`config.mk`:
```
export PLATFORM = sky130hd
export DESIGN_NAME = systolic_result_collector
export DESIGN_NICKNAME = d
export VERILOG_FILES = /design/src/rtl/systolic_collect_pkg.sv /design/src/rtl/systolic_result_fifo.sv /design/src/rtl/systolic_result_collector.sv
export SDC_FILE = /design/constraint.sdc
export NUM_CORES = 1
export LEC_CHECK = 0
export CORE_ASPECT_RATIO = 1.75
export CORE_UTILIZATION = 35
export CTS_CLUSTER_SIZE = 28
export DETAILED_ROUTE_END_ITERATION = 10
export PLACE_DENSITY_LB_ADDON = 0.2
export SLEW_MARGIN = 20
export SYNTH_ARGS = -nofsm -noshare
export SYNTH_HDL_FRONTEND = slang
export SYNTH_SLANG_ARGS = --single-unit
```
`constraint.sdc`:
```
create_clock -name clk30x -period 3.1 [get_ports clk30x]
set_input_delay 0.775 -clock clk30x [delete_from_list [all_inputs] [get_ports clk30x]]
set_output_delay 0.775 -clock clk30x [all_outputs]
set_load 0.005 [all_outputs]
```
`src/rtl/systolic_collect_pkg.sv`:
```
// rtl/systolic_collect_pkg.sv - shared types and defaults for the systolic result collector
package systolic_collect_pkg;

  typedef enum logic [1:0] {
    IDLE = 2'd0,
    FILL = 2'd1,
    RUN  = 2'd2
  } collect_state_t;

  localparam int DEFAULT_N             = 8;
  localparam int DEFAULT_SLOT_CYCLES   = 30;
  localparam int DEFAULT_LATENCY_SLOTS = 2;
  localparam int DEFAULT_IW            = $clog2(DEFAULT_N);

  typedef struct packed {
    logic [31:0]           data;
    logic [DEFAULT_IW-1:0] index;
  } result_t;

endpackage

```
`src/rtl/systolic_result_fifo.sv`:
```
// rtl/systolic_result_fifo.sv - synchronous result FIFO; a push into a full FIFO is accepted when a pop happens in the same cycle
module systolic_result_fifo
  import systolic_collect_pkg::*;
#(
  parameter int DEPTH = 4,
  parameter int W     = 35
) (
  input  logic         clk,
  input  logic         rst,
  input  logic         push,
  input  logic [W-1:0] push_data,
  input  logic         pop,
  output logic [W-1:0] head,
  output logic         full,
  output logic         empty,
  output logic         push_ok
);

  localparam int AW = $clog2(DEPTH);

  logic [W-1:0] mem [DEPTH];
  logic [AW:0]  wptr;
  logic [AW:0]  rptr;
  logic         pop_ok;

  assign empty   = (wptr == rptr);
  assign full    = (wptr[AW] != rptr[AW]) && (wptr[AW-1:0] == rptr[AW-1:0]);
  assign pop_ok  = pop && !empty;
  // When full, the slot being written is the one being read out this same edge.
  assign push_ok = push && (!full || pop_ok);
  assign head    = mem[rptr[AW-1:0]];

  always_ff @(posedge clk) begin
    if (rst) begin
      wptr <= '0;
      rptr <= '0;
      for (int i = 0; i < DEPTH; i++) begin
        mem[i] <= '0;
      end
    end else begin
      if (push_ok) begin
        mem[wptr[AW-1:0]] <= push_data;
        wptr              <= wptr + 1'b1;
      end
      if (pop_ok) begin
        rptr <= rptr + 1'b1;
      end
    end
  end

endmodule

```
`src/rtl/systolic_result_collector.sv`:
```
// rtl/systolic_result_collector.sv - slot timing, yout capture and tagged result stream; SYSTOLIC_COLLECT_DISCARD_FILL_EN drops FILL captures
module systolic_result_collector
  import systolic_collect_pkg::*;
#(
  parameter  int N             = DEFAULT_N,
  parameter  int SLOT_CYCLES   = DEFAULT_SLOT_CYCLES,
  parameter  int LATENCY_SLOTS = DEFAULT_LATENCY_SLOTS,
  parameter  int DEPTH         = 4,
  parameter  int DW            = 16,
  localparam int IW            = (N > 1) ? $clog2(N) : 1
) (
  input  logic          clk30x,
  input  logic          rst,
  input  logic          enable,
  input  logic [DW-1:0] yout,
  output logic [31:0]   timing,
  output logic          capture,
  output logic [31:0]   res_data,
  output logic [IW-1:0] res_index,
  output logic          res_valid,
  input  logic          res_ready,
  output logic          frame_done,
  output logic          overflow
);

  localparam int EW = 32 + IW;

  collect_state_t state;
  logic [IW-1:0]  slot;
  logic [IW-1:0]  slot_next;
  logic [IW-1:0]  tag;
  logic [7:0]     fill_cnt;
  logic           boundary;
  logic           push_req;
  logic           push_ok;
  logic           full;
  logic           empty;
  logic [31:0]    data_ext;
  logic [EW-1:0]  head;
  int             tag_int;

  assign boundary  = (timing == 32'(SLOT_CYCLES - 1));
  assign capture   = boundary && (state != IDLE);
  assign slot_next = (slot == IW'(N - 1)) ? '0 : slot + 1'b1;
  assign data_ext  = {{(32-DW){yout[DW-1]}}, yout};

  // Tag back-dates the capture to the input sample that produced it.
  always_comb begin
    tag_int = (int'(slot) + N - (LATENCY_SLOTS % N)) % N;
    tag     = IW'(tag_int);
  end

  always_comb begin
    push_req = 1'b0;
`ifdef SYSTOLIC_COLLECT_DISCARD_FILL_EN
    push_req = capture && (state == RUN);
`else
    push_req = capture;
`endif
  end

  always_ff @(posedge clk30x) begin
    if (rst) begin
      timing   <= 32'(SLOT_CYCLES - 1);
      state    <= IDLE;
      slot     <= '0;
      fill_cnt <= '0;
    end else begin
      timing <= boundary ? 32'd0 : timing + 32'd1;
      if (boundary) begin
        case (state)
          IDLE: begin
            if (enable) begin
              state    <= (LATENCY_SLOTS == 0) ? RUN : FILL;
              slot     <= '0;
              fill_cnt <= '0;
            end
          end
          FILL: begin
            slot     <= slot_next;
            fill_cnt <= fill_cnt + 8'd1;
            if (!enable) begin
              state <= IDLE;
            end else if (int'(fill_cnt) + 1 >= LATENCY_SLOTS) begin
              state <= RUN;
            end
          end
          RUN: begin
            slot <= slot_next;
            if (!enable) begin
              state <= IDLE;
            end
          end
          default: state <= IDLE;
        endcase
      end
    end
  end

  always_ff @(posedge clk30x) begin
    if (rst) begin
      overflow <= 1'b0;
    end else if (push_req && !push_ok) begin
      overflow <= 1'b1;
    end
  end

  systolic_result_fifo #(
    .DEPTH(DEPTH),
    .W    (EW)
  ) u_fifo (
    .clk      (clk30x),
    .rst      (rst),
    .push     (push_req),
    .push_data({data_ext, tag}),
    .pop      (res_ready),
    .head     (head),
    .full     (full),
    .empty    (empty),
    .push_ok  (push_ok)
  );

  assign res_valid  = !empty;
  assign res_data   = head[EW-1:IW];
  assign res_index  = head[IW-1:0];
  assign frame_done = push_ok && (tag == IW'(N - 1));

endmodule

```
Word level (Yosys, flattened, before mapping)

Memory sizes are Yosys's and may differ from the RTL's. A register that Yosys moved wholly into a read port is not among the register bits.
Cells that the tools add are included.

Flip-flop bits (word level): 52
RAM bits: 140
Input port bits: 20
Output and inout port bits: 71
Word-level logic and storage cells: 70
Memories kept: 1

Add/subtract/negate cells: 8
Magnitude comparators: 1
Equality and inequality tests: 11
Mux-type cells: 21
Reduce and logical (&&, ||, !) cells: 20

Memories:

| memory     | words | bits a word | rd ports | clocked after memory_dff | write ports | line                       | text |
|---|---|---|---|---|---|---|---|
| u_fifo.mem | 4     | 35          | 1        | 1                        | 4           | systolic_result_fifo.sv:21 | `logic [W-1:0] mem [DEPTH];` |

Operators by type and width:

| kind                  | number |
|---|---|
| $mux 35               | 1 |
| $reduce_or 35->1      | 1 |
| $add 32x1->32 const B | 1 |
| $eq 32x5->1 const B   | 1 |
| $pmux 8 s2            | 1 |
| $mux 2                | 7 |
| $add 3x1->3 const B   | 4 |
| $add 8x1->9 const B   | 1 |
| $ge 9x2->1 const B    | 1 |
| $add 8x1->8 const B   | 1 |
| $mux 8                | 1 |
| $eq 3x3->1 const B    | 2 |
| $logic_and 1x1->1     | 6 |
| $mux 1                | 6 |
| $mux 3                | 2 |
| $pmux 2 s3            | 1 |
| $pmux 3 s2            | 1 |
| $reduce_and 3->1      | 2 |
| $reduce_bool 2->1     | 3 |
| $mux 5                | 1 |
| $ne 2x2->1 const B    | 2 |
| $reduce_and 4->1      | 1 |
| $reduce_or 2->1       | 2 |
| $eq 3x3->1            | 1 |
| other kinds (9)       | 11 |

Depth between registers and ports, before layout

Gate-level depths: netlist of run 1.

Depth after elaboration: 10
Depth in mapped cells: 9
Depth with buffers taken out: 7

By module

From an unflattened synthesis of run 1, not the netlist that was laid out.

Cells, all modules: 729
Area total of the unflattened synthesis: 8,864.8 um^2

Modules (own cells, without submodules):

| module                    | times used | cells each | area each (um^2) | seq. area each (um^2) |
|---|---|---|---|---|
| systolic_result_fifo      | 1          | 441        | 6,454.9          | 4,364.2 |
| systolic_result_collector | 1          | 288        | 2,409.8          | 920.9 |

Least setup slack after synthesis of run 1

Ideal clock, no wire load.

Path kind: register to register
From: register timing[0]
To: memory u_fifo.mem[0][0], enable pin
Setup time: 376 ps
Arrival: 2,245 ps
Data required time: 2,724 ps
Slack: 479 ps
Stages on the path, launching flop included: 9
Buffers on the path: 2
Period minus slack after synthesis: 2,621 ps
Cell sequence: dfxtp_1 > ha_1 > nor4b_2 > nand4_2 > nor4_4 > buf_6 > nor3b_2 > buf_4 > or2_1

RTL lines:

| element                  | line                            | text |
|---|---|---|
| start: declaration       | systolic_result_collector.sv:16 | `output logic [31:0] timing,` |
| start signal: assignment | systolic_result_collector.sv:64 | `timing <= 32'(SLOT_CYCLES - 1);` |
| start signal: assignment | systolic_result_collector.sv:69 | `timing <= boundary ? 32'd0 : timing + 32'd1;` |
| end: declaration         | systolic_result_fifo.sv:21      |  |

Worst setup path in the final report of run 1

From: register timing[24]
To: output frame_done

Word-level cells in the longest chain between the ends: 4

Ends and longest elaborated chain:

| element           | line                             | text |
|---|---|---|
| $eq 32x5->1       | systolic_result_collector.sv:42  | `assign boundary = (timing == 32'(SLOT_CYCLES - 1));` |
| $logic_and 1x1->1 | systolic_result_collector.sv:43  | `assign capture = boundary && (state != IDLE);` |
| $logic_and 1x1->1 | systolic_result_fifo.sv:30       | `assign push_ok = push && (!full \|\| pop_ok);` |
| $logic_and 1x1->1 | systolic_result_collector.sv:126 | `assign frame_done = push_ok && (tag == IW'(N - 1));` |
| end: declaration  | systolic_result_collector.sv:22  | `output logic frame_done,` |

Every way passes these cells.

==> results of run 1 <==
[path summary, 6_finish.rpt]
check / from / end / slack, ns / depth (start not counted)
setup / recovery: timing[24]$_SDFF_PP0_ / frame_done / 0.17 / 6
hold / removal: overflow$_SDFFE_PP0P_ / overflow$_SDFFE_PP0P_ / 0.48 / 2
setup reg to reg: timing[24]$_SDFF_PP0_ / u_fifo.mem[0][0]$_SDFFCE_PN0P_ / 0.66 / 7
hold reg to reg: overflow$_SDFFE_PP0P_ / overflow$_SDFFE_PP0P_ / 0.48 / 2
[cell usage in the layout (no fill, tap or decap), types with 14 or more instances in the layout]
cell | Yosys | layout
xor2_1 | 14 | 14
clkdlybuf4s50_1 | 0 | 87
xnor2_1 | 14 | 14
nand2_1 | 28 | 28
mux4_2 | 19 | 19
clkbuf_16 | 0 | 17
dfxtp_1 | 54 | 52
nor2_1 | 36 | 36
o21ai_0 | 16 | 16
edfxtp_1 | 76 | 76
buf_4 | 18 | 27
nand3_1 | 14 | 14
inv_1 | 15 | 14
a21oi_1 | 18 | 18
and2_1 | 77 | 77
[critical path: stages (launching register included)]
cell and delay (ns):
dfxtp_1 0.39, nor4_2 0.31, nand4_2 0.22, buf_4 0.21
nor3_2 0.19, and3_1 0.17, dlygate4sd2_1 0.26
[routing by layer]
layer	global-route usage [%]	share of wire, %	up-vias
met3	3.90	3.8	18
met4	6.46	1.7	0
met1	16.2	36	2129
met2	33.5	59	97
li1	-	-	2120
met5	0	0	-
[cells by family after synthesis]
group	Yosys count	share of synthesized area, %
and+or+nand+nor	232	22.2
AOI/OAI and AO/OA	51	5.05
DFF	130	53.9
muxes	26	8.00
xor gates and xnor gates	28	3.93
adders and majority gates	12	2.41
buffers and inverters	54	4.53
[power by group]
part	total (uW)	leakage (uW)	internal [uW]	switching [uW]
clock network	2120	0.000305	1350	768
logic	1160	0.00142	578	585
registers	2010	0.00122	1940	78.1
[registers in the layout, indices dropped and copies added, names as in the netlist, named ones only]
signal / cells
u_fifo.wptr: 3
slot: 3
fill_cnt: 8
state: 2
u_fifo.rptr: 3
overflow: 1
timing: 32
u_fifo.mem: 76
[metrics by stage]
stage | setup TNS [ns] | util [%] | cells
6_report | 0 | 46.6 | 877
5_1_grt | -0.0103 | 46.6 | 877
4_1_cts | 0 | 46.5 | 876
3_5_place_dp | -0.292 | 42.5 | 843
3_3_place_gp | -0.303 | 42.5 | 843
2_1_floorplan | 0 | - | 533
[area by class of cell]
| type | instances | area [um^2] |
|---|---|---|
| Fill cell | 1673 | 9320 |
| Sequential cell | 130 | 3370 |
| Multi-Input combinational cell | 349 | 2650 |
| Timing Repair Buffer | 120 | 1150 |
| Clock buffer | 17 | 425 |
| Tap cell | 231 | 289 |
| Clock inverter | 14 | 203 |
| Inverter | 16 | 60.1 |
[timing repair]
action / CTS / global route
endpoints found under the setup margin: 21 / 1
setup buffers: 2 / 1
pin swaps: 3 / 1
gates resized for setup: 11 / 4
cloned: 0 / 0
==> impl_metrics.yaml, run 1 <==
sta:
  maxSlewViolCount: 0
  slew_headroom_pct: 47.5
  max_freq_ghz: 0.342
  fin_crit_sh_pct: 94.4
  setup_viol: 0
  hold_ws_ns: 0.485
  fin_crit_ns: 2.93
  hold_violations: 0
  worst_slack_ns: 0.173
  finalClockSkew_ns: 0.0100
  tightest_slew_ns: 0.787
finish:
  nets: 666
  diodes: 0
  drive_gt1_share_pct: 16.1
  area_growth_pct: 30.4
  post-route-cell-area_um2: 8140
clock_tree:
  cts_root_buf: "clkbuf_16"
  postCtsHoldBufs: 0
  cts_buffers: 17
  clockBufferDepth: 2
  h-tree-depth: 4
  clock_latency_ns: 0.41
  cts_num_sinks: 130
  clk_pin_slew_ns: 0.06
  cts_tree: "built"
worst_setup_path:
  path_max_fanout: 7
  crit_path_end_kind: "output port"
  worst-setup-path-type: "reg2out"
  crit_required_ns: 2.32
  worstSetupStartpointType: "flip-flop"
  arrival_ns: 2.15
global_route:
  grt_pass1_vias: 4575
  grt_overflow: 0
  antenna_found_initial: 0
  gr-usage-all-layers_pct: 16.9
  grt_start_max_net_pins: 28
  grt_pass1_wl_um: 23100
floorplan:
  ios: 91
  die_area_um2: 18400
  die_x_um: 103
  die_h_um: 179
  rows: 64
  start_util_pct: 35.8
  core-area_um2: 17500
power:
  p_per_area_nw_per_um2: 651
  total_leakage_power_uw: 0.00295
  ir_drop_v: 0.000340
  power_uw: 5300
synthesis:
  yosysWarningCount: 0
  ys_types: 54
  syn_avg_cell_area_um2: 11.7
  synthMostInstantiatedCell: "and2_1"
  synth_area_leaders: "edfxtp_1, dfxtp_1, and2_1, mux4_2, ha_1"
  synth_nets: 565
  synthArstFlopShare_pct: 0
  ys.flop_type: "edfxtp_1"
  synth-edff-count: 76
  synth.yosys.seq_area_share_pct: 53.9
  netlist_area_um2: 6240
  yosysTopAreaCell: "edfxtp_1"
  ys_ff_latch: 130
  synth_top_area_share_pct: 36.6
  syn_inst: 533
  synth_common_cells: "and2_1, edfxtp_1, dfxtp_1, nor2_1, nand2_1"
placement:
  dpl_cell_area_um2: 7420
  dpl_worst_slack_ns: -0.292
  gp_congestion: 0.802
  hpwl_um: 10200
  portBuffers: 90
drt:
  drt_wl_total_um: 14400
  drtIter0Drc: 129
  vias: 4364
  first_pass_iters: 4
  wl_per_cell_um: 16.4
  drtAntennaViolNets: 0
  via_per_inst: 4.98
  drcViolationCount: 0
job:
  cap_violations: 0
status:
  status: "finished clean"
min_path:
  hp-class: "reg2reg"
No activity file was read; power rests on OpenSTA's default activity.
==> inputs of run 2 (changes only) <==
--- a/config.mk
+++ b/config.mk
@@ -10,6 +10,7 @@
 export CTS_CLUSTER_SIZE = 28
 export DETAILED_ROUTE_END_ITERATION = 10
 export PLACE_DENSITY_LB_ADDON = 0.2
+export REMOVE_ABC_BUFFERS = 1
 export SLEW_MARGIN = 20
 export SYNTH_ARGS = -nofsm -noshare
 export SYNTH_HDL_FRONTEND = slang
==> impl_metrics.yaml, run 2 (synthesis results as in run 1) <==
global_route:
  grt_pass1_wl_um: 23500
  grt_pass1_vias: 4626
  grt_start_max_net_pins: 28
  gr-usage-all-layers_pct: 17.1
  antenna_found_initial: 0
  grt_overflow: 0
power:
  pwr-share-comb_pct: 23.8
  total_leakage_power_uw: 0.00302
  p_sw_uw: 1490
  switching_share_pct: 27.9
  pwr-share-clk_pct: 38.8
  p_per_area_nw_per_um2: 646
  ir_drop_v: 0.000364
  p_seq_share_pct: 37.4
  intPower_uw: 3850
worst_setup_path:
  crit_buf_inv: 3
  cp_slowest_stage_delay_ns: 0.34
  arrival_ns: 2.16
  crit_path_end_kind: "output port"
  crit_chain: "inv_1, ha_1, nor4b_4, nand4_2, buf_6, nor3_2, and3_1, dlygate4sd2_1"
  worst-setup-path-type: "reg2out"
  cp_top_family: "simple AND/OR/NAND/NOR gates"
  path_max_fanout: 5
  crit_required_ns: 2.32
  worstSetupStartpointType: "flip-flop"
  cp_slowest_cell: "dfxtp_2"
sta:
  max_freq_ghz: 0.340
  fin_crit_sh_pct: 94.8
  tightest_slew_ns: 1.17
  maxSlewViolCount: 0
  hold_violations: 0
  slew_headroom_pct: 21.3
  setup_viol: 0
  setup-tns-final_ns: 0
  worst_slack_ns: 0.162
  fin_crit_ns: 2.94
  finalClockSkew_ns: 0.0122
floorplan:
  die_h_um: 179
  core-area_um2: 17500
  die_area_um2: 18400
  ios: 91
  die_x_um: 103
  rows: 64
  start_util_pct: 35.8
drt:
  first_pass_iters: 4
  vias: 4441
  drcViolationCount: 0
  drtAntennaViolNets: 0
  drtIter0Drc: 106
  via_per_inst: 4.98
  wl_per_cell_um: 16.5
  drt_wl_total_um: 14800
placement:
  gp_congestion: 0.791
  hpwl_um: 10200
  portBuffers: 90
  dpl_worst_slack_ns: -0.331
clock_tree:
  h-tree-depth: 4
  cts_num_sinks: 130
  cts_tree: "built"
  clockBufferDepth: 2
  cts_buffers: 17
  clock_latency_ns: 0.41
  postCtsHoldBufs: 0
  clk_pin_slew_ns: 0.06
  cts_root_buf: "clkbuf_16"
finish:
  final_cell_mix: "clkdlybuf4s50_1, and2_1, edfxtp_1"
  final_common_cell: "clkdlybuf4s50_1"
  top_register: "u_fifo.mem"
  diodes: 0
  largest_registers: "u_fifo.mem: 76 flops, timing: 32 flops, fill_cnt: 8 flops"
  largest_reg_flops: 76
  nets: 680
  area_growth_pct: 32.5
  final_core_util_pct: 47.4
  drive_gt1_share_pct: 17.7
min_path:
  hp-class: "reg2reg"
job:
  cap_violations: 0
status:
  status: "finished clean"
==> run 2: tightest hold or removal path: cells and delay by family, from the launching register on <==
| family | cells | cell delay (ns) |
|---|---|---|
| AO/OA/AOI/OAI | 1 | 0.04 |
| flip-flops | 1 | 0.33 |
| AND/OR/NAND/NOR | 1 | 0.08 |
==> run 2: path summary, 6_finish.rpt <==
kind | from | slack [ns] | cells past startpoint | end
max | timing[1]$_SDFF_PP0_ | 0.16 | 8 | frame_done
min | overflow$_SDFFE_PP0P_ | 0.49 | 2 | overflow$_SDFFE_PP0P_
max reg2reg | timing[1]$_SDFF_PP0_ | 0.38 | 9 | u_fifo.mem[0][5]$_SDFFCE_PN0P_
min reg2reg | overflow$_SDFFE_PP0P_ | 0.49 | 2 | overflow$_SDFFE_PP0P_
==> run 2: power by group through the flow <==
stage | registers (uW) | clock network (uW) | logic [uW]
finish | 2000 | 2070 | 1270
global route | 2010 | 2210 | 1400
CTS | 2000 | 2120 | 1230
detailed placement | 2030 | 0 | 1160
global placement | 2030 | 0 | 1140
floorplan | 2050 | 0 | 524
==> run 2: final cells by class <==
type	count	area, um^2
timing repair buffer	133	1280
inverter	16	60.1
clock inverter	14	180
tap	231	289
clock buffer	18	429
sequential	130	3370
fill	1636	9190
multi-input combinational	350	2660
==> run 2: timing repair <==
action / 4_1_cts / 5_1_grt
hold endpoints to repair: 0 / 0
cloned: 0 / 1
resized for setup: 11 / 3
endpoints found under the setup margin: 42 / 85
buffers inserted: 2 / 4
pin swaps: 3 / 2
==> run 2: metrics by stage <==
| step | cells | cell area [um^2] | total power, uW | hold WS, ns |
|---|---|---|---|---|
| 6_report | 892 | 8270 | 5340 | 0.487 |
| 4_1_cts | 887 | 8220 | 5350 | 0.493 |
| 3_3_place_gp | 853 | 7540 | 3170 | 0.461 |
| 3_5_place_dp | 853 | 7540 | 3190 | 0.480 |
| 5_1_grt | 892 | 8270 | 5610 | 0.536 |
| 2_1_floorplan | 495 | 6020 | 2570 | 0.452 |
==> run 2: routing by layer <==
layer / share of wire [%] / vias up / wire length (um) / global-route usage (%)
li1: - / 2154 / - / -
met1: 37 / 2166 / 5440 / 16.8
met4: 1.8 / 0 / 267 / 6.04
met3: 3.9 / 22 / 571 / 3.94
met5: 0 / - / 0 / 0
met2: 57 / 99 / 8480 / 33.8
==> inputs of run 3 (changes only) <==
--- a/config.mk
+++ b/config.mk
@@ -10,7 +10,6 @@
 export CTS_CLUSTER_SIZE = 28
 export DETAILED_ROUTE_END_ITERATION = 10
 export PLACE_DENSITY_LB_ADDON = 0.2
-export REMOVE_ABC_BUFFERS = 1
 export SLEW_MARGIN = 20
 export SYNTH_ARGS = -nofsm -noshare
 export SYNTH_HDL_FRONTEND = slang
==> results of run 3 <==
Same layout as run 1: the final DEF is identical, and so are final timing and power.
